===== config.mk =====
export PLATFORM = sky130hd
export DESIGN_NAME = bram_arbiter_flat
export DESIGN_NICKNAME = d
export VERILOG_FILES = /design/src/rtl/bram_arbiter_if.sv /design/src/rtl/bram_arbiter.sv /design/src/flat_wrapper.sv
export SDC_FILE = /design/constraint.sdc
export NUM_CORES = 1
export LEC_CHECK = 0
export CAP_MARGIN = 10
export CORE_UTILIZATION = 41
export DETAILED_ROUTE_END_ITERATION = 8
export PLACE_DENSITY = 0.95
export SLEW_MARGIN = 20
export SYNTH_ARGS = -nofsm -noshare
export SYNTH_HDL_FRONTEND = slang
export SYNTH_SLANG_ARGS = --single-unit

===== constraint.sdc =====
create_clock -name clk -period 3.3 [get_ports clk]
set_clock_uncertainty 0.05 [all_clocks]
set_input_delay 0.825 -clock clk [delete_from_list [all_inputs] [get_ports clk]]
set_output_delay 0.825 -clock clk [all_outputs]
set_load 0.01 [all_outputs]

===== src/rtl/bram_arbiter_if.sv =====
// Request/response channel between one requester (instruction fetch or LSU) and bram_arbiter.
// The requester side uses the master modport, the arbiter the slave modport.
interface bram_arbiter_if #(
    parameter int AW    = 10,
    parameter int WIDTH = 32
);
    localparam int BYTES = WIDTH / 8;

    logic             valid;
    logic             ready;
    logic [AW-1:0]    addr;
    logic             we;
    logic [BYTES-1:0] wstrb;
    logic [WIDTH-1:0] wdata;
    logic             resp_valid;
    logic [WIDTH-1:0] resp_rdata;
    logic             resp_err;

    modport master (
        output valid, addr, we, wstrb, wdata,
        input  ready, resp_valid, resp_rdata, resp_err
    );

    modport slave (
        input  valid, addr, we, wstrb, wdata,
        output ready, resp_valid, resp_rdata, resp_err
    );
endinterface


===== src/rtl/bram_arbiter.sv =====
// Round-robin arbiter sharing one block_ram between fetch (port 0) and LSU (port 1).
// Byte-strobed writes that do not cover the whole word are merged by read-modify-write.
module bram_arbiter #(
    parameter int  SIZE  = 1024,
    parameter int  WIDTH = 32,
    localparam int BYTES = WIDTH / 8,
    localparam int DEPTH = SIZE / BYTES,
    localparam int AW    = $clog2(SIZE),
    localparam int WAW   = $clog2(DEPTH)
) (
    input  logic             clk,
    input  logic             reset,
    bram_arbiter_if.slave    req0,
    bram_arbiter_if.slave    req1,
    output logic             ram_write_en,
    output logic [WAW-1:0]   ram_write_addr,
    output logic [WIDTH-1:0] ram_write_data,
    output logic [WAW-1:0]   ram_read_addr,
    input  logic [WIDTH-1:0] ram_read_data
);
    localparam int          OFF     = $clog2(BYTES);
    localparam int          IW      = AW - OFF;
    localparam logic [31:0] DEPTH_U = 32'(DEPTH);

    typedef enum logic {
        IDLE,
        RESP
    } state_e;

    state_e           state_q, state_d;
    logic             owner_q, owner_d;
    logic             last_grant_q, last_grant_d;
    logic [WAW-1:0]   word_q, word_d;
    logic             we_q, we_d;
    logic [BYTES-1:0] wstrb_q, wstrb_d;
    logic [WIDTH-1:0] wdata_q, wdata_d;
    logic             err_q, err_d;
    logic             full_wr_q, full_wr_d;

    logic             grant;
    logic [AW-1:0]    g_addr;
    logic             g_we;
    logic [BYTES-1:0] g_wstrb;
    logic [WIDTH-1:0] g_wdata;
    logic [IW-1:0]    g_word;
    logic             g_err;
    logic             accept;
    logic             in_resp;
    logic             partial_wr;
    logic [WIDTH-1:0] merged;
    logic [WIDTH-1:0] resp_rdata;

    // Ties go to the port that did not win last time; a lone requester always wins.
    assign grant   = (req0.valid && req1.valid) ? ~last_grant_q : req1.valid;
    assign g_addr  = grant ? req1.addr  : req0.addr;
    assign g_we    = grant ? req1.we    : req0.we;
    assign g_wstrb = grant ? req1.wstrb : req0.wstrb;
    assign g_wdata = grant ? req1.wdata : req0.wdata;
    assign g_word  = g_addr[AW-1:OFF];
    assign g_err   = 32'(g_word) >= DEPTH_U;

    // Reset is folded in so nothing is accepted or written while it is held.
    assign accept     = !reset && (state_q == IDLE) && (req0.valid || req1.valid);
    assign in_resp    = !reset && (state_q == RESP);
    assign partial_wr = we_q && !full_wr_q && (|wstrb_q) && !err_q;

    always_comb begin
        // NOTE: every always_comb output gets a default first so no path can infer a latch.
        merged = ram_read_data;
        for (int i = 0; i < BYTES; i++) begin
            if (wstrb_q[i]) merged[i*8 +: 8] = wdata_q[i*8 +: 8];
        end
    end

    always_comb begin
        state_d      = state_q;
        owner_d      = owner_q;
        last_grant_d = last_grant_q;
        word_d       = word_q;
        we_d         = we_q;
        wstrb_d      = wstrb_q;
        wdata_d      = wdata_q;
        err_d        = err_q;
        full_wr_d    = full_wr_q;
        case (state_q)
            IDLE: begin
                if (accept) begin
                    state_d      = RESP;
                    owner_d      = grant;
                    last_grant_d = grant;
                    word_d       = g_word[WAW-1:0];
                    we_d         = g_we;
                    wstrb_d      = g_wstrb;
                    wdata_d      = g_wdata;
                    err_d        = g_err;
                    full_wr_d    = g_we && (&g_wstrb);
                end
            end
            RESP:    state_d = IDLE;
            default: state_d = IDLE;
        endcase
    end

    always_ff @(posedge clk or posedge reset) begin
        if (reset) begin
            state_q      <= IDLE;
            owner_q      <= 1'b0;
            last_grant_q <= 1'b1;
            word_q       <= '0;
            we_q         <= 1'b0;
            wstrb_q      <= '0;
            wdata_q      <= '0;
            err_q        <= 1'b0;
            full_wr_q    <= 1'b0;
        end else begin
            // NOTE: non-blocking so every flop samples the pre-edge value of its _d.
            state_q      <= state_d;
            owner_q      <= owner_d;
            last_grant_q <= last_grant_d;
            word_q       <= word_d;
            we_q         <= we_d;
            wstrb_q      <= wstrb_d;
            wdata_q      <= wdata_d;
            err_q        <= err_d;
            full_wr_q    <= full_wr_d;
        end
    end

    // Full-word writes land on the accept edge; partial writes wait a cycle for the old word.
    assign ram_write_en   = (accept && g_we && (&g_wstrb) && !g_err) || (in_resp && partial_wr);
    assign ram_write_addr = in_resp ? word_q : g_word[WAW-1:0];
    assign ram_write_data = in_resp ? merged : g_wdata;
    assign ram_read_addr  = (state_q == IDLE) ? g_word[WAW-1:0] : word_q;

    assign resp_rdata = (in_resp && !we_q && !err_q) ? ram_read_data : '0;

    assign req0.ready      = accept && !grant;
    assign req1.ready      = accept && grant;
    assign req0.resp_valid = in_resp && !owner_q;
    assign req1.resp_valid = in_resp && owner_q;
    assign req0.resp_rdata = owner_q ? '0 : resp_rdata;
    assign req1.resp_rdata = owner_q ? resp_rdata : '0;
    assign req0.resp_err   = in_resp && !owner_q && err_q;
    assign req1.resp_err   = in_resp && owner_q && err_q;

    // Request fields must stay put while a request waits for ready.
    a_req0_hold: assert property (@(posedge clk) disable iff (reset)
        (req0.valid && !req0.ready) |=>
            (!req0.valid || $stable({req0.addr, req0.we, req0.wstrb, req0.wdata})));
    a_req1_hold: assert property (@(posedge clk) disable iff (reset)
        (req1.valid && !req1.ready) |=>
            (!req1.valid || $stable({req1.addr, req1.we, req1.wstrb, req1.wdata})));
endmodule


===== src/flat_wrapper.sv =====
// flat-port wrapper written by rule: the top's interface ports become plain ports
module bram_arbiter_flat 
#(
    parameter int  SIZE  = 1024,
    parameter int  WIDTH = 32,
    localparam int BYTES = WIDTH / 8,
    localparam int DEPTH = SIZE / BYTES,
    localparam int AW    = $clog2(SIZE),
    localparam int WAW   = $clog2(DEPTH)
)
  (clk, reset, ram_write_en, ram_write_addr, ram_write_data, ram_read_addr, ram_read_data, req0_valid, req0_addr, req0_we, req0_wstrb, req0_wdata, req0_ready, req0_resp_valid, req0_resp_rdata, req0_resp_err, req1_valid, req1_addr, req1_we, req1_wstrb, req1_wdata, req1_ready, req1_resp_valid, req1_resp_rdata, req1_resp_err);
  bram_arbiter_if #(.AW(($clog2(SIZE))), .WIDTH(WIDTH)) req0_i ();
  bram_arbiter_if #(.AW(($clog2(SIZE))), .WIDTH(WIDTH)) req1_i ();
  input  logic clk;
  input  logic reset;
  output logic ram_write_en;
  output logic [WAW-1:0] ram_write_addr;
  output logic [WIDTH-1:0] ram_write_data;
  output logic [WAW-1:0] ram_read_addr;
  input  logic [WIDTH-1:0] ram_read_data;
  input wire logic [$bits(req0_i.valid)-1:0] req0_valid;
  input wire logic [$bits(req0_i.addr)-1:0] req0_addr;
  input wire logic [$bits(req0_i.we)-1:0] req0_we;
  input wire logic [$bits(req0_i.wstrb)-1:0] req0_wstrb;
  input wire logic [$bits(req0_i.wdata)-1:0] req0_wdata;
  output wire logic [$bits(req0_i.ready)-1:0] req0_ready;
  output wire logic [$bits(req0_i.resp_valid)-1:0] req0_resp_valid;
  output wire logic [$bits(req0_i.resp_rdata)-1:0] req0_resp_rdata;
  output wire logic [$bits(req0_i.resp_err)-1:0] req0_resp_err;
  input wire logic [$bits(req1_i.valid)-1:0] req1_valid;
  input wire logic [$bits(req1_i.addr)-1:0] req1_addr;
  input wire logic [$bits(req1_i.we)-1:0] req1_we;
  input wire logic [$bits(req1_i.wstrb)-1:0] req1_wstrb;
  input wire logic [$bits(req1_i.wdata)-1:0] req1_wdata;
  output wire logic [$bits(req1_i.ready)-1:0] req1_ready;
  output wire logic [$bits(req1_i.resp_valid)-1:0] req1_resp_valid;
  output wire logic [$bits(req1_i.resp_rdata)-1:0] req1_resp_rdata;
  output wire logic [$bits(req1_i.resp_err)-1:0] req1_resp_err;
  assign req0_i.valid = req0_valid;
  assign req0_i.addr = req0_addr;
  assign req0_i.we = req0_we;
  assign req0_i.wstrb = req0_wstrb;
  assign req0_i.wdata = req0_wdata;
  assign req0_ready = req0_i.ready;
  assign req0_resp_valid = req0_i.resp_valid;
  assign req0_resp_rdata = req0_i.resp_rdata;
  assign req0_resp_err = req0_i.resp_err;
  assign req1_i.valid = req1_valid;
  assign req1_i.addr = req1_addr;
  assign req1_i.we = req1_we;
  assign req1_i.wstrb = req1_wstrb;
  assign req1_i.wdata = req1_wdata;
  assign req1_ready = req1_i.ready;
  assign req1_resp_valid = req1_i.resp_valid;
  assign req1_resp_rdata = req1_i.resp_rdata;
  assign req1_resp_err = req1_i.resp_err;
  bram_arbiter #(.SIZE(SIZE), .WIDTH(WIDTH)) u_core (.clk(clk), .reset(reset), .req0(req0_i), .req1(req1_i), .ram_write_en(ram_write_en), .ram_write_addr(ram_write_addr), .ram_write_data(ram_write_data), .ram_read_addr(ram_read_addr), .ram_read_data(ram_read_data));
endmodule

---- Word-level counts from Yosys, hierarchy flattened ----
Index checks and enable logic that the tools add are counted.
operators by class
  $add $sub $neg .......................... 0
  div/mod/pow operators ................... 0
  equal/unequal tests ..................... 0
  bitwise logic cells ..................... 2
  shifts and indexed selects .............. 0
  $lt $le $gt $ge ......................... 0
  mux-type cells .......................... 17
  $mul .................................... 0
  reduce and logical (&&, ||, !) cells .... 25
operators with widths
  operator                               count
  32-bit two-way mux                     5
  8-bit two-way mux                      6
  1-bit logical AND                      15
  10-bit two-way mux                     1
  1-bit logical NOT                      5
  4-bit two-way mux                      1
  4-bit AND reduction                    1
  4-bit OR reduction                     1
  1-bit two-way mux                      3
  1-bit logical OR                       2
  1-bit NOT                              2
  1-bit one-hot mux with 2 select lines  1
  2-bit AND reduction                    1
word-level totals
  bits in latches ......................... 0
  flip-flop bits (word level) ............. 49
  word-level logic and storage cells ...... 52
  memory bits (read-only) ................. 0
  output and inout bits ................... 119
  memory bits (writable) .................. 0
  memories ................................ 0
  input bits .............................. 130

---- Depth between registers and ports, before layout ----
Gate-level depths: netlist of the first run.
  word-level depth ........................ 6
  mapped depth ............................ 8
  mapped depth without buffers ............ 4

---- Least setup slack after synthesis of the first run ----
OpenSTA, ideal clock, no wires.
  path type ............................... input-to-output
  start ................................... in req1_valid
  end ..................................... out ram_write_en
  slack ................................... 0.244 ns
  required time ........................... 2.425 ns
  data arrival time ....................... 2.181 ns
  stages on the path ...................... 5
  path buffers ............................ 2
  cells stage by stage .................... a21boi_2 -> buf_2 -> buf_4 -> mux2_2 -> o41ai_1
on the way
  word-level cells in the longest chain between the ends .. 6
  elaborated cells on any way between the ends .. 10
  those cells by class .................... mux (3); reduce/logical (7)
ends and longest elaborated chain
  what                                                      RTL line                                RTL
  from (decl)                                               flat_wrapper.sv:30                      input wire logic [$bits(req1_i.valid)-1:0] req1_valid;
  1-bit logical AND                                         bram_arbiter.sv:54                      assign grant = (req0.valid && req1.valid) ? ~last_grant_q : req1.valid;
  1-bit two-way mux                                         bram_arbiter.sv:54
  4-bit two-way mux or 1-bit two-way mux (tied branches)    bram_arbiter.sv:57, bram_arbiter.sv:56
  4-bit AND reduction or 1-bit logical AND (tied branches)  bram_arbiter.sv:130                     assign ram_write_en = (accept && g_we && (&g_wstrb) && !g_err) || (in_resp && partial_wr);
  1-bit logical AND (*)                                     bram_arbiter.sv:130
  1-bit logical OR (*)                                      bram_arbiter.sv:130
  to (decl)                                                 flat_wrapper.sv:16                      output logic ram_write_en;
Every way passes the cells marked *; elsewhere a longest branch is shown, timed or not.

---- Worst setup path after layout of the first run ----
  start ................................... in req0_valid
  end ..................................... out ram_read_addr[6]
on the way
  word-level cells in the longest chain between the ends .. 4
ends and longest elaborated chain
  what                RTL line             RTL
  from (decl)         flat_wrapper.sv:21   input wire logic [$bits(req0_i.valid)-1:0] req0_valid;
  1-bit logical AND   bram_arbiter.sv:54
  1-bit two-way mux   bram_arbiter.sv:54
  10-bit two-way mux  bram_arbiter.sv:55   assign g_addr = grant ? req1.addr : req0.addr;
  8-bit two-way mux   bram_arbiter.sv:133  assign ram_read_addr = (state_q == IDLE) ? g_word[WAW-1:0] : word_q;
  to (decl)           flat_wrapper.sv:19   output logic [WAW-1:0] ram_read_addr;
Every way passes these cells.

==> results of run 1 <==
## stage by stage
step / hold WS [ns] / worst slack [ns] / cells / power (uW) / TNS (ns)
6_report: 0.4662 / 0.05662 / 776 / 2300 / 0
3_3_place_gp: 0.4282 / -0.4923 / 741 / 1858 / -42.59
4_1_cts: 0.4666 / -0.06616 / 773 / 2295 / -0.1326
3_5_place_dp: 0.4410 / -0.5329 / 741 / 1902 / -45.74
5_1_grt: 0.4835 / 0.01746 / 776 / 2419 / 0
2_1_floorplan: 0.4132 / 0.2439 / 366 / 1376 / 0
## layer usage
metal	global-route usage [%]	vias up
met5	0	-
met3	5.571	21
met1	33.00	2015
met4	7.804	0
met2	55.32	180
li1	-	1845
## Yosys cell counts
cell,n
a211oi_1,11
a21boi_2,1
a21o_1,2
a21oi_1,11
a32oi_1,1
and2_1,64
buf_1,2
buf_12,3
buf_2,5
buf_4,4
buf_6,3
clkbuf_1,15
clkinv_4,1
conb_1,1
dfrtp_1,48
dfstp_2,1
inv_1,2
mux2_2,92
mux2_4,29
mux2i_1,13
nand2b_1,2
nand3_1,2
nor2_1,4
nor2b_1,12
nor3_1,2
nor4_1,1
o21ai_0,27
o2bb2ai_1,1
o41ai_1,2
or2_1,2
or4b_1,1
## worst max-delay path, cell delays in order
cell      delay (ns)
buf_2           0.12
a21boi_4        0.16
buf_6           0.12
buf_4           0.10
buf_6           0.11
buf_12          0.13
mux2_2          0.36
mux2_2          0.28
buf_2           0.15
## cell families after synthesis
group / after synthesis
buffers and inverters: 35
AND/OR/NAND/NOR: 90
AO/OA/AOI/OAI: 56
flip-flops: 49
multiplexers: 134
other: 1
## layout make-up
cell class / count / area share, %
Clock buffer: 6 / 1.021
Clock inverter: 2 / 0.1409
Inverter: 3 / 0.2289
Multi-Input combinational cell: 282 / 37.84
Sequential cell: 49 / 17.27
Tap cell: 129 / 2.272
Timing Repair Buffer: 305 / 41.22
## sequential cells by signal (all words and copies together), names as in the netlist
| signal | count |
|---|---|
| u_core.state_q | 1 |
| u_core.wdata_q | 32 |
| u_core.word_q | 8 |
| u_core.full_wr_q | 1 |
| u_core.we_q | 1 |
| u_core.wstrb_q | 4 |
| u_core.last_grant_q | 1 |
| u_core.owner_q | 1 |
## power by group
| group | leakage (uW) | internal (uW) | switching (uW) |
|---|---|---|---|
| logic | 0.00249 | 689 | 422 |
| registers | 0.000586 | 723 | 118 |
| clock network | 0.0000450 | 148 | 200 |
| total | 0.00312 | 1560 | 739 |
## what timing repair did
action                                  CTS  global route
endpoints found under the hold margin     0             0
cloned                                    7             1
gates resized for setup                 367            24
pin swaps                                 3             3
setup buffers                            17             3
endpoints found under the setup margin  117            89
## worst max path at each step
stage	startpoint	to	slack, ns	cells past startpoint
2_1_floorplan	req1_valid	ram_write_en	0.24	5
3_3_place_gp	req1_valid	ram_read_addr[6]	-0.49	6
3_5_place_dp	req1_valid	ram_write_en	-0.53	6
4_1_cts	reset	req1_ready	-0.07	5
5_1_grt	req0_valid	ram_write_data[29]	0.02	8
6_report	req0_valid	ram_read_addr[6]	0.06	9
==> flow_summary_export.csv, run 1 <==
group,metric,value,unit
timing,setup-violations-final,0,
synthesis,synth_area,3948,um^2
layout,final_common_cell,"clkdlybuf4s50_1",
drt,dr.pass1.iters,4,
setup_path,cp_data_required_time,2.42,ns
layout,syn2layout_area_growth,80.00,%
setup_path,rrSetupSlack,0.99,ns
synthesis,synth_top_area_share,30.43,%
layout,final_cell_mix,"clkdlybuf4s50_1, mux2_2, and2_1",
drt,wl,14830,um
synthesis,yosysTopAreaCell,"dfrtp_1",
clock_network,numCtsBuffers,5,
drt,wire_per_inst,19.11,um
setup_path,critPathMaxFanout,5,
setup_path,path_class,"input port to output pin",
layout,drive_gt1_share,43.12,%
drt,detail_route.vias_per_cell,5.233,
synthesis,ys_types,31,
setup_path,timing.rr.end,"u_core.wdata_q[16]",
min_path,min_from,"u_core.wdata_q[8]",
setup_path,cp-end-kind,"output pin",
floorplan,num_rows,35,
clock_network,clk_path_buf_depth,2,
synthesis,avgSynthCellArea,10.82,um^2
floorplan,die_x,100.1,um
synthesis,yosysWarnings,0,
global_routing,grt_max_degree,33,
drt,antenna_left,0,
floorplan,core,9284,um^2
layout,regArea,1227,um^2
synthesis,synth_top_family_by_area,"multiplexers",
placed_design,gp_congestion,0.8343,
layout,multi_input_area,2689,um^2
clock_network,clkLatencyLatePin,0.30,ns
drt,met3_wirelength,764,um
layout,post-route-util,76.54,%
global_routing,grt-ovfl-total,0,
timing,period_share,98.28,%
clock_network,cts_root_buf,"clkbuf_8",
pwr,powerDensity,323.7,nW/um^2
synthesis,synth-seq-cells,49,
setup_path,rr_startpoint,"u_core.state_q",
timing,period_needed,3.243,ns
min_path,whs_path_depth,2,
floorplan,fp.dieH,100.1,um
clock_network,cts_max_level,2,
setup_path,rr_worst_depth,5,
layout,nFillCells,629,
timing,fmax,308.3,MHz
layout,nets,776,
drt,drc_errors,0,
layout,fin_area,7106,um^2
timing,maxSlewViolCount,0,
synthesis,yosys-mux-area-fraction,40.57,%
drt,wl_met1,5761,um
drt,wl_met2,8043,um
pwr,p_leak,0.003124,uW
placed_design,placed_cell_area,6663,um^2
clock_network,cts_tree,"done",
timing,slew_headroom,66.27,%
timing,rsz0062_at_grt,"no",
global_routing,grt_pass1_wl,22490,um
synthesis,ys_seq_area_share,31.09,%
pwr,ir_worst_vdd,227.2,uV
synthesis,syn_inst,365,
outcome,outcome,"finished, final reports clean",
drt,drt_iter0_drc,109,
synthesis,synth_area_leaders,"dfrtp_1, mux2_2, mux2_4",
synthesis,synth_xor_area_share,0,%
drt,vias,4061,
min_path,hold_end,"u_core.wdata_q[8]",
clock_network,clock-sinks,49,
global_routing,track_usage,29.11,%
timing,worst_slew_pin_slew,0.5059,ns
setup_path,cp.arrival,2.37,ns
min_path,holdCritPathClass,"flip-flop to flip-flop",
flow_run,cap_violations,0,
clock_network,path_clk_slew,0.10,ns
floorplan,pin_count,249,
timing,hold_viol_final,0,
floorplan,dieArea,10030,um^2
synthesis,synthSimpleGateAreaFrac,13.98,%
drt,top_layer,"met4",
floorplan,start_util,42.52,%
global_routing,grt_pass1_vias,4334,
layout,num_antenna_cells,0,
clock_network,ctsHoldBuffers,0,
setup_path,crit_path_start_kind,"input port",
synthesis,synth_compound_area_share,8.463,%
global_routing,antenna_found_initial,0,
synthesis,synth_adder_area_share,0,%
placed_design,dpl.hpwl,10440,um
placed_design,port_buffers,242,
Note: power is estimated with default switching activity, not from simulation.
==> run 2, diff against run 1 <==
--- a/config.mk
+++ b/config.mk
@@ -6,9 +6,11 @@
 export NUM_CORES = 1
 export LEC_CHECK = 0
 export CAP_MARGIN = 10
+export CORE_ASPECT_RATIO = 0.5
 export CORE_UTILIZATION = 41
 export DETAILED_ROUTE_END_ITERATION = 8
 export PLACE_DENSITY = 0.95
+export REMOVE_ABC_BUFFERS = 1
 export SLEW_MARGIN = 20
 export SYNTH_ARGS = -nofsm -noshare
 export SYNTH_HDL_FRONTEND = slang
==> run 2 against run 1 <==
Net effect:
- the run now ends with setup timing left
- first-iteration DRC count rose to 3.7 times the previous value
- register-to-register slack better by 0.11 ns
- hold slack better by 0.0033 ns
- sequential cell count unchanged
- count of clock-buffer cells in the layout up 1
- final cell count down 2.3%
- non-clock buffer count down 7
- clock power up 81%
- highest routed layer unchanged
==> flow_summary_export.csv, run 2 (synthesis gave the netlist of run 1 again) <==
group,metric,value,unit
layout,syn2layout_area_growth,76.45,%
layout,drive_gt1_share,38.28,%
placed_design,placed_cell_area,6618,um^2
pwr,ir_worst_vdd,263.0,uV
global_routing,grt_pass1_vias,4712,
clock_network,numCtsBuffers,5,
drt,wire_per_inst,26.29,um
layout,largest_reg_flops,32,
pwr,p_leak,0.003328,uW
placed_design,dpl.cell_count,730,
timing,setup_slack,-0.02895,ns
drt,dr.pass1.iters,5,
outcome,violations,"setup timing",
drt,drc_errors,0,
pwr,powerDensity,381.2,nW/um^2
timing,period_needed,3.329,ns
setup_path,rr_startpoint,"u_core.state_q",
setup_path,crit_path_start_kind,"input port",
min_path,holdCritPathClass,"flip-flop to flip-flop",
timing,setup_tns,-0.05607,ns
clock_network,cts_root_buf,"clkbuf_16",
floorplan,pin_count,249,
layout,final_cell_count_no_fill,758,
global_routing,antenna_found_initial,1,
clock_network,cts_max_level,2,
timing,setup-violations-final,4,
floorplan,die_x,140.8,um
clock_network,path_clk_slew,0.07,ns
layout,post-route-util,77.32,%
floorplan,num_rows,24,
timing,maxSlewViolCount,0,
setup_path,timing.rr.end,"u_core.wstrb_q[1]",
min_path,hold_end,"u_core.wdata_q[1]",
setup_path,cp_data_required_time,2.42,ns
global_routing,track_usage,36.84,%
global_routing,grt_pass1_wl,27740,um
setup_path,cp-end-kind,"output pin",
clock_network,clk_path_buf_depth,2,
layout,top_regs,"u_core.wdata_q x32, u_core.word_q x8, u_core.wstrb_q x4",
placed_design,post-place-ws,-0.5520,ns
timing,slew_headroom,55.26,%
layout,nets,769,
floorplan,start_util,43.82,%
setup_path,rrSetupSlack,1.10,ns
min_path,min_from,"u_core.wdata_q[1]",
flow_run,cap_violations,0,
layout,final_common_cell,"clkdlybuf4s50_1",
setup_path,cp.arrival,2.45,ns
placed_design,dpl.hpwl,11290,um
placed_design,port_buffers,242,
min_path,whs_path_depth,2,
outcome,outcome,"finished with violations",
drt,antenna_left,0,
layout,top_register,"u_core.wdata_q",
setup_path,path_class,"input port to output pin",
layout,final_cell_mix,"clkdlybuf4s50_1, mux2_2, dlygate4sd2_1",
timing,fmax,300.4,MHz
setup_path,rr_worst_depth,5,
placed_design,gp_congestion,0.8093,
timing,hold_viol_final,0,
setup_path,critPathMaxFanout,5,
global_routing,grt_max_degree,33,
floorplan,dieArea,10050,um^2
clock_network,cts_tree,"done",
timing,worst_slew_pin_slew,0.6701,ns
layout,fin_area,6965,um^2
floorplan,fp.dieH,71.39,um
floorplan,core,9009,um^2
global_routing,grt-ovfl-total,0,
drt,detail_route.vias_per_cell,6.166,
drt,drt_iter0_drc,405,
clock_network,clock-sinks,49,
drt,vias,4674,
clock_network,clkLatencyLatePin,0.30,ns
timing,period_share,100.9,%
drt,wl,19930,um
run 2: changes by cell type in the layout (fill, tap and decap cells not counted), moves of 3 or more:
cell             delta
clkdlybuf4s15_2    -27
dlygate4sd2_1      +61
buf_4               -4
clkdlybuf4s15_1    -34
clkbuf_8            -4
clkbuf_16           +4
mux2_4              -9
mux2_2              +9
mux2i_2             +3
run 2: stage by stage:
| stage | total power, uW | hold slack, ns |
|---|---|---|
| floorplan | 1343 | 0.4132 |
| global placement | 1862 | 0.4262 |
| detailed placement | 1907 | 0.4450 |
| CTS | 2546 | 0.4629 |
| global route | 2729 | 0.4845 |
| finish | 2655 | 0.4695 |
run 2: area by class of cell:
class	count	area (um^2)
repair buffers	298	2764
multi-input cells	282	2636
fillers	522	2043
flip-flops and latches	49	1227
well taps	117	146.4
clock buffers	7	142.6
clock inverters	1	30.03
inverters	3	16.27
diodes	1	2.502
run 2: repair_timing:
action / in CTS / in global routing
setup endpoints to repair: 117 / 70
buffers inserted: 12 / 2
pin swaps: 3 / 1
resized for setup: 275 / 16
hold buffers: 0 / 0
cloned: 5 / 0
run 2: power by group:
| part | internal [uW] | total (uW) | switching (uW) |
|---|---|---|---|
| combinational | 675 | 1160 | 487 |
| clock | 380 | 630 | 250 |
| sequential | 724 | 863 | 139 |
run 2: worst max path at each step:
| stage | startpoint | to | depth (start not counted) |
|---|---|---|---|
| 4_1_cts | reset | req0_ready | 5 |
| 3_3_place_gp | req1_valid | ram_write_data[10] | 6 |
| 3_5_place_dp | req1_valid | ram_write_data[10] | 6 |
| 6_report | req1_valid | ram_write_data[16] | 8 |
| 2_1_floorplan | reset | req0_resp_rdata[0] | 3 |
| 5_1_grt | req1_valid | ram_write_data[16] | 8 |
run 2: worst max-delay path, stage by stage:
cell and delay (ns):
buf_4 0.12, a21boi_4 0.32, buf_12 0.17, buf_12 0.10, buf_12 0.11, mux2_2 0.36, mux2_2 0.28, buf_2 0.15
run 2: layer usage:
metal | GRT usage (%) | vias to the layer above | wire [um]
li1 | - | 1849 | -
met1 | 42.48 | 2267 | 7317
met2 | 63.57 | 395 | 9491
met3 | 8.422 | 163 | 1594
met4 | 22.95 | 0 | 1525
met5 | 0 | - | 0
==> run 3, diff against run 2 <==
--- a/config.mk
+++ b/config.mk
@@ -7,10 +7,12 @@
 export LEC_CHECK = 0
 export CAP_MARGIN = 10
 export CORE_ASPECT_RATIO = 0.5
-export CORE_UTILIZATION = 41
+export CORE_UTILIZATION = 34
 export DETAILED_ROUTE_END_ITERATION = 8
-export PLACE_DENSITY = 0.95
+export PLACE_DENSITY = 0.89
+export RECOVER_POWER = 100
 export REMOVE_ABC_BUFFERS = 1
+export SKIP_LAST_GASP = 1
 export SLEW_MARGIN = 20
 export SYNTH_ARGS = -nofsm -noshare
 export SYNTH_HDL_FRONTEND = slang
==> constraint.sdc (replaced) <==
create_clock -name clk -period 2.86 [get_ports clk]
set_clock_uncertainty 0.05 [all_clocks]
set_input_delay 0.715 -clock clk [delete_from_list [all_inputs] [get_ports clk]]
set_output_delay 0.715 -clock clk [all_outputs]
set_load 0.01 [all_outputs]
==> run 3 against run 2 <==
Net effect:
- the flow still finishes with violations (setup timing)
- cell area grew 5.1%
- hold slack lost 0.011 ns
- sequential power grew 11%
- power grew 17%
- critical endpoint is now ram_write_data[9]
- largest cell class unchanged
==> flow_summary_export.csv, run 3 (synthesis gave the netlist of run 1 again) <==
group,metric,value,unit
timing,worst_slew_pin_slew,0.9710,ns
layout,final_common_cell,"clkdlybuf4s50_1",
placed_design,post-place-ws,-0.7708,ns
clock_network,clock-sinks,49,
setup_path,cp_data_required_time,2.10,ns
floorplan,dieArea,12070,um^2
layout,largest_reg_flops,32,
floorplan,fp.dieH,78.19,um
setup_path,worst-path-buf-inv,5,
global_routing,antenna_found_initial,1,
clock_network,cts_root_buf,"clkbuf_16",
layout,nets,795,
floorplan,pin_count,249,
layout,top_regs,"u_core.wdata_q x32, u_core.word_q x8, u_core.wstrb_q x4",
floorplan,die_x,154.4,um
floorplan,core,11150,um^2
timing,setup_slack,-0.07339,ns
floorplan,start_util,35.41,%
drt,wl,18780,um
clock_network,numCtsBuffers,5,
outcome,outcome,"finished with violations",
layout,post-route-util,65.68,%
pwr,powerDensity,424.9,nW/um^2
drt,detail_route.vias_per_cell,5.523,
setup_path,cp-end-kind,"output pin",
setup_path,critPathMaxStageDelay,0.27,ns
placed_design,dpl.hpwl,11360,um
clock_network,cts_tree,"done",
timing,fmax,340.9,MHz
layout,fin_area,7322,um^2
min_path,holdCritPathClass,"flip-flop to flip-flop",
outcome,violations,"setup timing",
floorplan,num_rows,27,
global_routing,grt_pass1_wl,27650,um
layout,syn2layout_area_growth,85.48,%
drt,dr.pass1.iters,5,
drt,drc_errors,0,
global_routing,grt_max_degree,30,
placed_design,placed_cell_area,6818,um^2
global_routing,grt-ovfl-total,0,
pwr,ir_worst_vdd,316.4,uV
clock_network,clk_path_buf_depth,2,
setup_path,crit_path_start_kind,"input port",
setup_path,cp_top_family,"buffers and inverters",
global_routing,grt_pass1_vias,4699,
setup_path,cp_slowest_cell,"a211oi_1",
timing,period_needed,2.933,ns
setup_path,cp.arrival,2.17,ns
clock_network,path_clk_slew,0.07,ns
layout,final_cell_mix,"clkdlybuf4s50_1, mux2_2, and2_1",
timing,rsz0062_at_grt,"yes",
placed_design,gp_congestion,0.8138,
clock_network,cts_max_level,2,
setup_path,path_class,"input port to output pin",
timing,maxSlewViolCount,0,
timing,hold_viol_final,0,
placed_design,dpl.cell_count,775,
pwr,p_leak,0.003460,uW
layout,final_cell_count_no_fill,812,
setup_path,cp_cell_sequence,"dlygate4sd2_1, nand2b_4, buf_6, buf_12, buf_16, a211oi_1, a21oi_1, clkdlybuf4s15_1",
setup_path,critPathMaxFanout,6,
drt,antenna_left,0,
drt,wire_per_inst,23.13,um
flow_run,cap_violations,0,
drt,drt_iter0_drc,311,
timing,fin_hold_ws,0.4586,ns
clock_network,ctsHoldBuffers,0,
drt,vias,4485,
layout,top_register,"u_core.wdata_q",
global_routing,track_usage,30.39,%
timing,slew_headroom,35.20,%
timing,period_share,102.6,%
clock_network,clkLatencyLatePin,0.30,ns
timing,setup-violations-final,11,
placed_design,port_buffers,242,
layout,drive_gt1_share,47.75,%
run 3: changes by cell type in the layout (fill, tap and decap cells not counted), moves of 5 or more:
cell / change
buf_2: +14
clkdlybuf4s50_1: -6
buf_12: +5
mux2_2: -19
dlygate4sd2_1: -49
mux2_4: +19
clkbuf_2: +18
buf_4: +19
buf_6: +10
mux2i_2: -5
clkdlybuf4s15_1: +9
run 3: metrics by stage:
| stage | setup TNS [ns] | total power, uW |
|---|---|---|
| floorplan | -121.49 | 1550 |
| global placement | -54.73 | 2181 |
| detailed placement | -58.21 | 2224 |
| CTS | -1.233 | 3041 |
| global route | -1.555 | 3212 |
| finish | -0.4312 | 3111 |
run 3: timing repair:
item / in CTS / in global routing
pin swaps: 4 / 5
cloned: 9 / 0
endpoints found under the setup margin: 117 / 101
resized for setup: 395 / 81
setup buffers: 19 / 3
run 3: final cells by class:
class | instances | area [um^2]
Inverter | 3 | 12.51
Fill cell | 761 | 3826
Timing Repair Buffer | 324 | 2980
Clock inverter | 1 | 30.03
Multi-Input combinational cell | 282 | 2745
Tap cell | 145 | 181.4
Sequential cell | 49 | 1227
Clock buffer | 7 | 142.6
Antenna cell | 1 | 2.502
run 3: path summary, 6_finish.rpt:
check,startpoint,to,slack [ns],depth (start not counted)
min in group asynchronous,reset,u_core.wdata_q[24],0.89,3
hold reg to reg,u_core.wdata_q[28],u_core.wdata_q[28],0.46,1
setup reg to reg,u_core.state_q,u_core.wdata_q[29],0.32,6
hold / removal,u_core.wdata_q[28],u_core.wdata_q[28],0.46,1
max in group asynchronous,reset,u_core.wdata_q[0],0.60,4
setup / recovery,reset,ram_write_data[9],-0.07,8
run 3: power breakdown:
part / total (uW) / leakage (uW) / switching, uW / internal (uW)
combinational: 1420 / 0.00279 / 579 / 845
clock: 732 / 0.0000841 / 294 / 439
sequential: 955 / 0.000586 / 119 / 836
run 3: layer usage:
layer	global-route usage [%]	vias up	part of all wire, %
met5	0	-	0
met3	6.405	61	5.5
li1	-	1896	-
met2	52.32	249	50
met1	35.91	2279	40
met4	16.63	0	4.1
